`src/rtl/hazard_ctrl.sv`:
```
// rtl/hazard_ctrl.sv - stall, flush and forwarding controller for the 5-stage LEGv8 pipeline
//
// Keeps a shadow copy of in-flight instruction metadata (E, M, W) fed from
// decode. All control outputs are combinational from the shadow slots and the
// current inputs.
//
// Optional feature macro: HAZARD_FORWARD_EN
//   defined   : execute-stage forwarding from M/W, stalls only on load-use
//   undefined : no forwarding, decode stalls on any in-flight RAW producer
//
// Ports:
//   clk, reset                 clock (rising edge), async active-high reset
//   rn_D, rm_D, usesRn_D/Rm_D  decode source registers and their read enables
//   rd_D, regWrite_D           decode destination and its write enable
//   memRead_D, valid_D         decode is a load / decode slot holds a real instruction
//   brTaken_M                  branch resolved taken in memory stage
//   stall_F, stall_D           hold PC / hold IF/ID
//   flush_D, flush_E, flush_M  clear IF/ID, ID/EX, EX/MEM
//   forwardA_E, forwardB_E     operand selects: 00 regfile, 01 WB, 10 MEM
//   stallCnt, flushCnt         stall-cycle and taken-branch flush counters
module hazard_ctrl #(
    parameter int REG_W    = 5,
    parameter int CNT_W    = 32,
    parameter int ZERO_REG = 31
) (
    input  logic             clk,
    input  logic             reset,
    input  logic [REG_W-1:0] rn_D,
    input  logic [REG_W-1:0] rm_D,
    input  logic             usesRn_D,
    input  logic             usesRm_D,
    input  logic [REG_W-1:0] rd_D,
    input  logic             regWrite_D,
    input  logic             memRead_D,
    input  logic             valid_D,
    input  logic             brTaken_M,
    output logic             stall_F,
    output logic             stall_D,
    output logic             flush_D,
    output logic             flush_E,
    output logic             flush_M,
    output logic [1:0]       forwardA_E,
    output logic [1:0]       forwardB_E,
    output logic [CNT_W-1:0] stallCnt,
    output logic [CNT_W-1:0] flushCnt
);

    localparam logic [REG_W-1:0] ZR = REG_W'(ZERO_REG);

    typedef struct packed {
        logic             v;
        logic [REG_W-1:0] rd;
        logic             rw;
        logic             mr;
    } slot_t;

    typedef struct packed {
        slot_t            s;
        logic [REG_W-1:0] rn;
        logic [REG_W-1:0] rm;
        logic             use_rn;
        logic             use_rm;
    } eslot_t;

    eslot_t           e_q, e_d;
    slot_t            m_q, m_d;
    slot_t            w_q, w_d;
    logic [CNT_W-1:0] stall_cnt_q, stall_cnt_d;
    logic [CNT_W-1:0] flush_cnt_q, flush_cnt_d;
    logic             hz;

    // XZR is never a producer, whatever the slot says.
    function automatic logic match(input logic [REG_W-1:0] r, input slot_t s);
        return s.v & s.rw & (s.rd == r) & (r != ZR);
    endfunction

    // M is one instruction newer than W, so it wins when both match.
    function automatic logic [1:0] fwd_sel(input logic rd_en, input logic [REG_W-1:0] r,
                                           input slot_t ms, input slot_t ws);
        if (rd_en & match(r, ms)) return 2'b10;
        if (rd_en & match(r, ws)) return 2'b01;
        return 2'b00;
    endfunction

    always_comb begin
        stall_F    = 1'b0;
        stall_D    = 1'b0;
        flush_D    = 1'b0;
        flush_E    = 1'b0;
        flush_M    = 1'b0;
        forwardA_E = 2'b00;
        forwardB_E = 2'b00;
`ifdef HAZARD_FORWARD_EN
        // Only a load in E cannot be forwarded in time.
        hz = valid_D & e_q.s.mr &
             ((usesRn_D & match(rn_D, e_q.s)) | (usesRm_D & match(rm_D, e_q.s)));
`else
        hz = valid_D &
             ((usesRn_D & (match(rn_D, e_q.s) | match(rn_D, m_q) | match(rn_D, w_q))) |
              (usesRm_D & (match(rm_D, e_q.s) | match(rm_D, m_q) | match(rm_D, w_q))));
`endif
        if (!reset) begin
            if (brTaken_M) begin
                flush_D = 1'b1;
                flush_E = 1'b1;
                flush_M = 1'b1;
            end else if (hz) begin
                stall_F = 1'b1;
                stall_D = 1'b1;
                flush_E = 1'b1;
            end
`ifdef HAZARD_FORWARD_EN
            forwardA_E = fwd_sel(e_q.use_rn, e_q.rn, m_q, w_q);
            forwardB_E = fwd_sel(e_q.use_rm, e_q.rm, m_q, w_q);
`endif
        end
    end

    always_comb begin
        w_d         = m_q;
        m_d         = flush_M ? '0 : e_q.s;
        e_d         = '0;
        if (!flush_E) begin
            e_d.s.v    = valid_D;
            e_d.s.rd   = rd_D;
            e_d.s.rw   = regWrite_D;
            e_d.s.mr   = memRead_D;
            e_d.rn     = rn_D;
            e_d.rm     = rm_D;
            e_d.use_rn = usesRn_D;
            e_d.use_rm = usesRm_D;
        end
        stall_cnt_d = stall_cnt_q + CNT_W'(stall_D);
        flush_cnt_d = flush_cnt_q + CNT_W'(brTaken_M);
    end

    always_ff @(posedge clk or posedge reset) begin
        if (reset) begin
            e_q         <= '0;
            m_q         <= '0;
            w_q         <= '0;
            stall_cnt_q <= '0;
            flush_cnt_q <= '0;
        end else begin
            e_q         <= e_d;
            m_q         <= m_d;
            w_q         <= w_d;
            stall_cnt_q <= stall_cnt_d;
            flush_cnt_q <= flush_cnt_d;
        end
    end

    assign stallCnt = stall_cnt_q;
    assign flushCnt = flush_cnt_q;

    // Metadata carried down the shadow pipe that a given build does not consume.
    logic unused_meta;
    assign unused_meta = ^{m_q.mr, w_q.mr, e_q.s.mr, e_q.rn, e_q.rm, e_q.use_rn, e_q.use_rm};

endmodule

```
`config.mk`:
```
export PLATFORM = sky130hd
export DESIGN_NAME = hazard_ctrl
export DESIGN_NICKNAME = d
export VERILOG_FILES = /design/src/rtl/hazard_ctrl.sv
export SDC_FILE = /design/constraint.sdc
export NUM_CORES = 1
export LEC_CHECK = 0
export BUFFER_PORTS_ARGS = -buffer_cell sky130_fd_sc_hd__buf_2
export CORE_ASPECT_RATIO = 0.8
export CORE_MARGIN = 2
export CORE_UTILIZATION = 53
export DETAILED_ROUTE_END_ITERATION = 16
export PLACE_DENSITY = 0.78
export SYNTH_ARGS = -nofsm -noshare
export SYNTH_HDL_FRONTEND = slang
export SYNTH_SLANG_ARGS = --single-unit
```
`constraint.sdc`:
```
create_clock -name clk -period 3.3 [get_ports clk]
set_input_delay 0.165 -clock clk [delete_from_list [all_inputs] [get_ports clk]]
set_output_delay 0.165 -clock clk [all_outputs]
set_load 0.05 [all_outputs]
```
==> results.tsv, run 1 <==
stage	metric	value	unit
outcome	status	finished clean	
clocking	clk_pin_slew	80	ps
timing	worstMarginPinSlew	648	ps
floorplan	num_io_pins	96	
floorplan	die_w	99.1	um
detailed_routing	post_drt_wl_per_cell	14.5	um
worst_setup_path	reg2reg_slack	240	ps
cells_and_area	multi_input_area	1690	um2
detailed_routing	drt-initial-drc-count	123	
hold_path	hold_class	primary input to flip-flop	
placement	dpl.hpwl	5.78	mm
detailed_routing	postRouteWirelength	7.86	mm
timing	clock.fmax	0.327	GHz
clocking	htreeDepth	3	
clocking	numCtsBuffers	9	
global_routing	track_usage	0.215	
floorplan	fp-row-count	27	
timing	hold_violations	0	
timing	fin_worst_skew	12.2	ps
detailed_routing	drcViolationCount	0	
cells_and_area	final_layout_size_suffix_gt1_frac	0.293	
synthesis	ys.warnings.count	0	
timing	timing.final.ws_setup	238	ps
clocking	cts_resized	0	
worst_setup_path	criticalPathCategory	flip-flop to flip-flop	
clocking	clock_sinks	85	
detailed_routing	num_vias	2753	
worst_setup_path	worstPathRequired	3570	ps
synthesis	ys_types	32	
synthesis	ys_ff_latch	85	
clocking	cts_setup_buffers	0	
synthesis	netlist_instances	339	
floorplan	core_area	6930	um2
placement	io_buffers	90	
worst_setup_path	cp_max_fo	4	
global_routing	gr-total-overflow	0	
global_routing	grt_pass1_wl	13.3	mm
placement	place_ws	251	ps
clocking	cts_hold_buf	5	
detailed_routing	ant_nets	0	
power_and_ir_drop	powerDensity	483	nW/um2
detailed_routing	dr.pass1.iters	4	
floorplan	die-area	7930	um2
worst_setup_path	worst_setup_path_end_kind	flip-flop	
cells_and_area	syn_to_final_growth	23.5	%
global_routing	grt_max_degree	55	
worst_setup_path	critPathLaunchType	flip-flop	
clocking	clockRootBuffer	clkbuf_8	
power_and_ir_drop	vdd_ir_drop_max	0.000270	V
cells_and_area	fill_cells	535	
power_and_ir_drop	p_leak	2.44	nW
cells_and_area	seqCellArea	2130	um2
synthesis	postSynthAreaPerCell	11.3	um2
timing	slew_viol_final	0	
cells_and_area	antennaDiodeCount	0	
timing	max_slew_margin	0.568	
cells_and_area	mostFrequentLayoutCell	buf_2	
global_routing	antenna_found_initial	0	
timing	min_period	3060	ps
placement	place_congestion	0.851	
clocking	cts_tree	done	
worst_setup_path	crit_arrival	3340	ps
clocking	clk_latency	350	ps
synthesis	syn_area	3830	um2
cells_and_area	mostFrequentLayoutCells	buf_2 (90), dfrtp_1 (85), xnor2_1 (45), xor2_1 (45), nand2_1 (32)	
timing	tns	0	ps
cells_and_area	layout.nets	479	
synthesis	ys_seq_area_frac	0.555	
floorplan	start_util	0.553	
timing	setup_violations	0	
timing	min_period_over_period	0.928	
detailed_routing	viasPerCell	5.06	
clocking	cts_buffer_depth	2	
floorplan	die_y	80.0	um
global_routing	grt_pass1_vias	2763	
flow_run	cap_violations	0	
timing	rsz0062_at_grt	false	
cells in the mapped netlist:
library cell,count,area share
a31o_2,2,0.0046
o21ai_0,2,0.0026
and2_1,9,0.015
nand4_2,1,0.0033
conb_1,1,0.00098
nor4_1,6,0.0098
nand3b_1,1,0.0020
a21boi_0,1,0.0020
or2_1,1,0.0016
ha_1,4,0.013
nand3_2,2,0.0052
or2_2,1,0.0016
a21oi_4,1,0.0042
dfrtp_1,85,0.56
nor3_1,2,0.0026
nor2_2,2,0.0033
nor4_4,1,0.0056
or3_1,1,0.0016
nand4_1,20,0.033
and3_1,8,0.013
nor2_1,26,0.025
xnor2_1,45,0.10
nand2b_1,1,0.0016
nand2_1,33,0.032
nand3_1,20,0.026
xor2_1,45,0.10
nor2b_1,1,0.0016
buf_4,6,0.012
and3_2,1,0.0020
clkbuf_1,1,0.00098
and4_1,3,0.0069
inv_1,6,0.0059
cells by family (layout without fill, tap and decap cells):
family | after synthesis | in the layout | synth area share
adders and majority gates | 4 | 4 | 0.0131
and+or+nand+nor | 140 | 140 | 0.193
DFF | 85 | 85 | 0.555
AOI/OAI and AO/OA | 6 | 6 | 0.0134
buffers and inverters | 13 | 128 | 0.0186
other | 1 | 4 | 0.000979
xor gates and xnor gates | 90 | 90 | 0.206
where the power goes:
part | internal (mW) | leakage [nW] | switching, mW
sequential | 1.10 | 1.14 | 0.0701
clock | 0.372 | 0.0959 | 0.366
combinational | 0.103 | 1.20 | 0.274
total | 1.58 | 2.44 | 0.710
path summary, 6_finish.rpt:
check,from,cells after the start,endpoint
setup / recovery,e_q[17],14,stallCnt[26]
hold / removal,rd_D[0],3,e_q[14]
setup reg to reg,e_q[17],14,stallCnt[26]
hold reg to reg,m_q[1],0,w_q[1]
max in group asynchronous,reset,5,w_q[5]
min in group asynchronous,reset,4,stallCnt[0]
flip-flops by register name, indices dropped and copies added (netlist names):
register and cells:
m_q 7, flushCnt 32, e_q 7, stallCnt 32, w_q 7
through the flow:
stage          cells  instance area, um2  total power [mW]   util  hold WS [ps]
2_1_floorplan    342                3890              1.46      -           273
3_3_place_gp     523                4480              1.56  0.647           322
3_5_place_dp     523                4480              1.57  0.647           329
4_1_cts          544                4730              2.31  0.683          3.29
5_1_grt          544                4730              2.41  0.683         0.433
6_report         544                4730              2.29  0.683          18.0
cell type report:
class	instances	area share
sequential	85	0.449
clock buffer	11	0.0299
multi-input combinational	244	0.356
clock inverter	5	0.0124
timing repair buffer	106	0.123
tap	87	0.0230
inverter	6	0.00555
critical path, cell delays in order (launching register included):
cell and delay (ps):
dfrtp_1 410, xor2_1 170, nor4_1 290, nand4_1 160
a31o_2 300, a21oi_4 150, nor2b_4 190, ha_4 160
ha_4 130, and3_4 170, nand4_1 180, nor2_2 180
nand3_1 180, nor2_1 150, xor2_1 160
layer usage:
layer,track usage,wire length [um]
met2,0.338,3730
met3,0.0709,393
met1,0.294,3680
met5,0,0
met4,0.0452,61
No activity file was read; power rests on OpenSTA's default activity.
==> run 2: changes to the inputs <==
Settings changed: CORE_ASPECT_RATIO 0.8 to 1.1.
==> run 2 against run 1 <==
  * Routed wire length fell by 3.4%
  * Worst hold slack improved by 6.1 ps
  * Total power fell by 1.4%
  * Core utilization fell by 1.3 points
  * Final area fell by 0.79%
  * Combinational power fell by 2%
  * Register-to-register slack got worse by 30 ps
  * Clock power fell by 3.0%
  * First-iteration DRC count rose by 0.81%
  * Die area barely moved
  * Sequential share of layout area rose by 0.36 points
==> results.tsv, run 2 (synthesis results as in run 1) <==
stage	metric	value	unit
worst_setup_path	crit_buf_inv	1	
worst_setup_path	max_stage_delay	420	ps
cells_and_area	seqCellArea	2130	um2
cells_and_area	mostFrequentLayoutCells	buf_2 (90), dfrtp_1 (85), xor2_1 (45)	
worst_setup_path	cp_slowest_cell	dfrtp_1	
clocking	cts_buffer_depth	2	
cells_and_area	final_layout_size_suffix_gt1_frac	0.309	
detailed_routing	num_vias	2764	
global_routing	track_usage	0.205	
global_routing	grt_pass1_vias	2751	
cells_and_area	multi_input_area	1720	um2
power_and_ir_drop	vdd_ir_drop_max	0.000305	V
placement	placed_cells	515	
timing	worstMarginPinSlew	1050	ps
hold_path	hold_class	primary input to flip-flop	
floorplan	die_w	85.1	um
timing	min_period_over_period	0.936	
detailed_routing	ant_nets	0	
cells_and_area	mostFrequentLayoutCell	buf_2	
cells_and_area	utilization	0.670	
worst_setup_path	criticalPathCategory	flip-flop to flip-flop	
placement	place_congestion	0.862	
detailed_routing	postRouteWirelength	7.59	mm
worst_setup_path	worst_setup_path_end_kind	flip-flop	
outcome	status	finished clean	
global_routing	grt_max_degree	88	
floorplan	start_util	0.547	
clocking	clk_pin_slew	80	ps
floorplan	fp-row-count	32	
timing	hold_violations	0	
clocking	numCtsBuffers	9	
clocking	clockRootBuffer	clkbuf_8	
power_and_ir_drop	p_leak	2.42	nW
clocking	clock_sinks	85	
cells_and_area	syn_to_final_growth	22.5	%
global_routing	grt_pass1_wl	12.9	mm
worst_setup_path	worstPathRequired	3520	ps
timing	slew_viol_final	0	
detailed_routing	dr.pass1.iters	4	
global_routing	antenna_found_initial	0	
floorplan	die-area	7930	um2
cells_and_area	fin_cells	535	
cells_and_area	fill_cells	564	
timing	min_period	3090	ps
placement	io_buffers	90	
detailed_routing	viasPerCell	5.17	
worst_setup_path	cp_max_fo	4	
power_and_ir_drop	power	2.25	mW
detailed_routing	drt-initial-drc-count	124	
power_and_ir_drop	powerDensity	480	nW/um2
timing	setup_violations	0	
timing	max_slew_margin	0.301	
timing	fin_worst_skew	10.7	ps
timing	clock.fmax	0.324	GHz
clocking	htreeDepth	3	
clocking	cts_hold_buf	0	
worst_setup_path	cp_cell_sequence	xor2_1, nor4_2, nand4_1, a31o_2, a21oi_4, nor2b_4, ha_4, ha_4, and3_4, nand4_1, nor2_2, nand3_2, buf_4, xnor2_2	
timing	timing.final.ws_setup	211	ps
placement	place_ws	142	ps
global_routing	gr-total-overflow	0	
timing	rsz0062_at_grt	true	
floorplan	num_io_pins	96	
worst_setup_path	critPathLaunchType	flip-flop	
floorplan	core_area	7010	um2
floorplan	die_y	93.2	um
clocking	clk_latency	340	ps
worst_setup_path	crit_family	simple AND/OR/NAND/NOR gates	
worst_setup_path	crit_arrival	3310	ps
flow_run	cap_violations	0	
cells_and_area	layout.nets	472	
placement	dpl.hpwl	5.54	mm
cells_and_area	antennaDiodeCount	0	
detailed_routing	post_drt_wl_per_cell	14.2	um
clocking	cts_tree	done	
detailed_routing	drcViolationCount	0	
==> run 2: cell count changes in the layout (fill, tap and decap cells not counted), sizes merged <==
cell and change:
buf -2, clkbuf +1, clkinv +1, clkinvlp -1, dlygate4sd3 -5, inv -1
==> run 2: cell type report <==
cell class | count | area share
Tap cell | 85 | 0.0227
Clock buffer | 12 | 0.0309
Timing Repair Buffer | 99 | 0.110
Multi-Input combinational cell | 244 | 0.367
Sequential cell | 85 | 0.453
Clock inverter | 4 | 0.0101
Inverter | 6 | 0.00560
==> run 2: power breakdown <==
group	internal, mW	leakage, nW	switching [mW]
clock network	0.369	0.0964	0.347
registers	1.10	1.14	0.0658
logic	0.0984	1.18	0.273
total	1.57	2.42	0.686
==> run 2: timing repair <==
item                       in CTS  in global routing
setup endpoints to repair       0                 11
gates resized for setup         0                  8
buffers inserted                0                  4
==> run 2: per-layer routing <==
layer / routed length (um) / part of all wire / track usage
met1: 3340 / 0.44 / 0.266
met2: 3840 / 0.51 / 0.338
met3: 287 / 0.038 / 0.0380
met4: 129 / 0.017 / 0.0899
met5: 0 / 0 / 0
==> run 2: stage by stage <==
stage          cell area (um2)  hold slack [ps]  TNS, ps
2_1_floorplan             3890              273    -17.1
3_3_place_gp              4430              378        0
3_5_place_dp              4430              384        0
4_1_cts                   4630             11.9        0
5_1_grt                   4690             22.1    -16.1
6_report                  4690             24.1        0
==> run 2: path summary, 6_finish.rpt <==
kind | startpoint | slack, ps | end | depth (start not counted)
max in group asynchronous | reset | 2440 | stallCnt[7] | 3
min | rd_D[1] | 20 | e_q[15] | 3
min in group asynchronous | reset | 220 | w_q[1] | 3
max reg2reg | m_q[5] | 210 | stallCnt[24] | 14
max | m_q[5] | 210 | stallCnt[24] | 14
min reg2reg | m_q[1] | 410 | w_q[1] | 0
==> run 2: tightest hold or removal path, delay by kind of cell <==
kind / cells / cell delay (ps)
AND/OR/NAND/NOR: 2 / 70
buffers and inverters: 1 / 90
==> run 3: changes to the inputs <==
Settings changed: CORE_UTILIZATION 53 to 55, CTS_BUF_LIST from default to sky130_fd_sc_hd__clkbuf_4 sky130_fd_sc_hd__clkbuf_8, PLACE_DENSITY 0.78 to 0.8.
==> run 3 against run 2 <==
  * Sequential share of layout area down 0.24 points
  * Largest power group unchanged
  * Clock-buffer cell count unchanged
  * Final area grew 0.53%
  * Routed wire length fell by 2.9%
  * Register-to-register slack is essentially flat
  * Core utilization increased by 3.7 points
  * Global-route usage is 0.51 points lower
  * Highest routed layer unchanged
  * Clock skew down 1.5 ps
  * Maximum frequency increased by 0.29%
  * Combinational power about the same
  * Critical path depth stayed put
==> results.tsv, run 3 (synthesis results as in run 1) <==
stage	metric	value	unit
outcome	status	finished clean	
floorplan	core_area	6670	um2
floorplan	die_w	83.6	um
power_and_ir_drop	powerDensity	512	nW/um2
cells_and_area	syn_to_final_growth	23.2	%
timing	worstMarginPinSlew	1060	ps
worst_setup_path	critPathLaunchType	flip-flop	
detailed_routing	dr.pass1.iters	4	
cells_and_area	utilization	0.707	
power_and_ir_drop	power.share.sequential	0.483	
floorplan	num_io_pins	96	
global_routing	track_usage	0.200	
detailed_routing	post_drt_wl_per_cell	14.0	um
cells_and_area	seqCellArea	2130	um2
detailed_routing	drt-initial-drc-count	210	
cells_and_area	mostFrequentLayoutCells	buf_2 (90), dfrtp_1 (85), xnor2_1 (45), xor2_1 (45), nand2_1 (32)	
timing	slew_viol_final	0	
detailed_routing	ant_nets	0	
timing	timing.final.ws_setup	220	ps
cells_and_area	antennaDiodeCount	0	
detailed_routing	num_vias	2743	
clocking	htreeDepth	3	
floorplan	start_util	0.574	
clocking	cts_tree	done	
timing	setup_violations	0	
worst_setup_path	cp_max_fo	4	
worst_setup_path	worstPathRequired	3530	ps
timing	hold_violations	0	
clocking	clock_sinks	85	
floorplan	fp-row-count	31	
detailed_routing	postRouteWirelength	7.37	mm
timing	fin_worst_skew	9.27	ps
cells_and_area	final_layout_size_suffix_gt1_frac	0.305	
power_and_ir_drop	internal_power	1.74	mW
timing	max_slew_margin	0.296	
placement	place_ws	64.0	ps
floorplan	die-area	7650	um2
global_routing	antenna_found_initial	0	
placement	dpl.hpwl	5.32	mm
power_and_ir_drop	p_leak	2.42	nW
clocking	clk_latency	330	ps
worst_setup_path	cp_slowest_cell	dfrtp_1	
power_and_ir_drop	swShare	0.280	
detailed_routing	drcViolationCount	0	
placement	placed_cells	510	
flow_run	cap_violations	0	
cells_and_area	final_cell_area	4720	um2
detailed_routing	viasPerCell	5.20	
worst_setup_path	cp_cell_sequence	xor2_1, nor4_2, nand4_1, a31o_2, a21oi_4, nor2b_4, ha_4, ha_4, and3_4, nand4_1, nor2_1, and3_1, nand3_1, xnor2_1	
cells_and_area	layout.nets	468	
timing	min_period	3080	ps
worst_setup_path	crit_buf_inv	0	
clocking	clk_pin_slew	80	ps
clocking	clockRootBuffer	clkbuf_8	
clocking	numCtsBuffers	9	
worst_setup_path	crit_family	simple AND/OR/NAND/NOR gates	
floorplan	die_y	91.5	um
power_and_ir_drop	power_frac_clock	0.364	
power_and_ir_drop	comb_power_share	0.153	
worst_setup_path	crit_arrival	3310	ps
cells_and_area	fill_cells	517	
power_and_ir_drop	p_sw	676	uW
worst_setup_path	worst_setup_path_end_kind	flip-flop	
global_routing	grt_pass1_wl	12.4	mm
global_routing	gr-total-overflow	0	
clocking	cts_buffer_depth	2	
worst_setup_path	criticalPathCategory	flip-flop to flip-flop	
worst_setup_path	max_stage_delay	400	ps
hold_path	hold_class	primary input to flip-flop	
global_routing	grt_max_degree	88	
global_routing	grt_pass1_vias	2682	
timing	hold_slack	39.3	ps
cells_and_area	mostFrequentLayoutCell	buf_2	
cells_and_area	fin_cells	528	
timing	rsz0062_at_grt	true	
power_and_ir_drop	vdd_ir_drop_max	0.000323	V
placement	place_congestion	0.845	
timing	clock.fmax	0.325	GHz
placement	io_buffers	90	
placement	placed_area	4420	um2
cells_and_area	multi_input_area	1730	um2
timing	min_period_over_period	0.933	
run 3: changes by cell type in the layout (fill, tap and decap cells not counted):
cell,delta
nor4_2,+1
xnor2_2,-1
bufinv_16,+2
nand3_2,-1
nor4_1,-1
clkinvlp_4,-1
nor2_2,-1
clkinv_2,-1
nand3_4,+1
buf_4,-4
clkbuf_1,-2
nor2_1,+1
clkbuf_4,+2
xnor2_1,+1
run 3: layer usage:
| layer | up-vias | wire (um) | share of wire | GRT usage |
|---|---|---|---|---|
| met3 | 6 | 369 | 0.050 | 0.0473 |
| met2 | 68 | 3660 | 0.50 | 0.319 |
| met4 | 0 | 51 | 0.0069 | 0.0712 |
| li1 | 1324 | - | - | - |
| met1 | 1345 | 3290 | 0.45 | 0.270 |
| met5 | - | 0 | 0 | 0 |
run 3: stage by stage:
stage          TNS (ps)  power (mW)
2_1_floorplan     -17.1        1.46
3_3_place_gp          0        1.55
3_5_place_dp          0        1.56
4_1_cts               0        2.44
5_1_grt           -17.1        2.52
6_report              0        2.42
run 3: worst paths after layout:
check | start | cells past startpoint | slack (ps) | endpoint
max | w_q[6] | 14 | 220 | stallCnt[18]
min | rd_D[3] | 3 | 40 | e_q[17]
max reg2reg | w_q[6] | 14 | 220 | stallCnt[18]
min reg2reg | m_q[7] | 0 | 410 | w_q[7]
max in group asynchronous | reset | 3 | 2400 | m_q[2]
min in group asynchronous | reset | 3 | 230 | stallCnt[3]
run 3: power by group through the flow:
stage	logic [mW]	clock network [mW]	registers, mW
2_1_floorplan	0.130	0	1.33
3_3_place_gp	0.363	0	1.18
3_5_place_dp	0.371	0	1.19
4_1_cts	0.371	0.898	1.17
5_1_grt	0.398	0.949	1.18
6_report	0.370	0.879	1.17
run 3: what timing repair did:
item                       4_1_cts  5_1_grt
setup endpoints to repair        0        9
setup buffers                    0        2
hold buffers                     0        0
resized for setup                0        8
run 3: layout make-up:
type | count | area share
flip-flops and latches | 85 | 0.451
multi-input cells | 244 | 0.366
repair buffers | 95 | 0.103
clock buffers | 12 | 0.0323
well taps | 82 | 0.0217
clock inverters | 4 | 0.0201
inverters | 6 | 0.00557
run 3: worst min-delay path: stages:
cell and delay [ps]:
buf_2 100, nand2_1 50, nor2_1 30
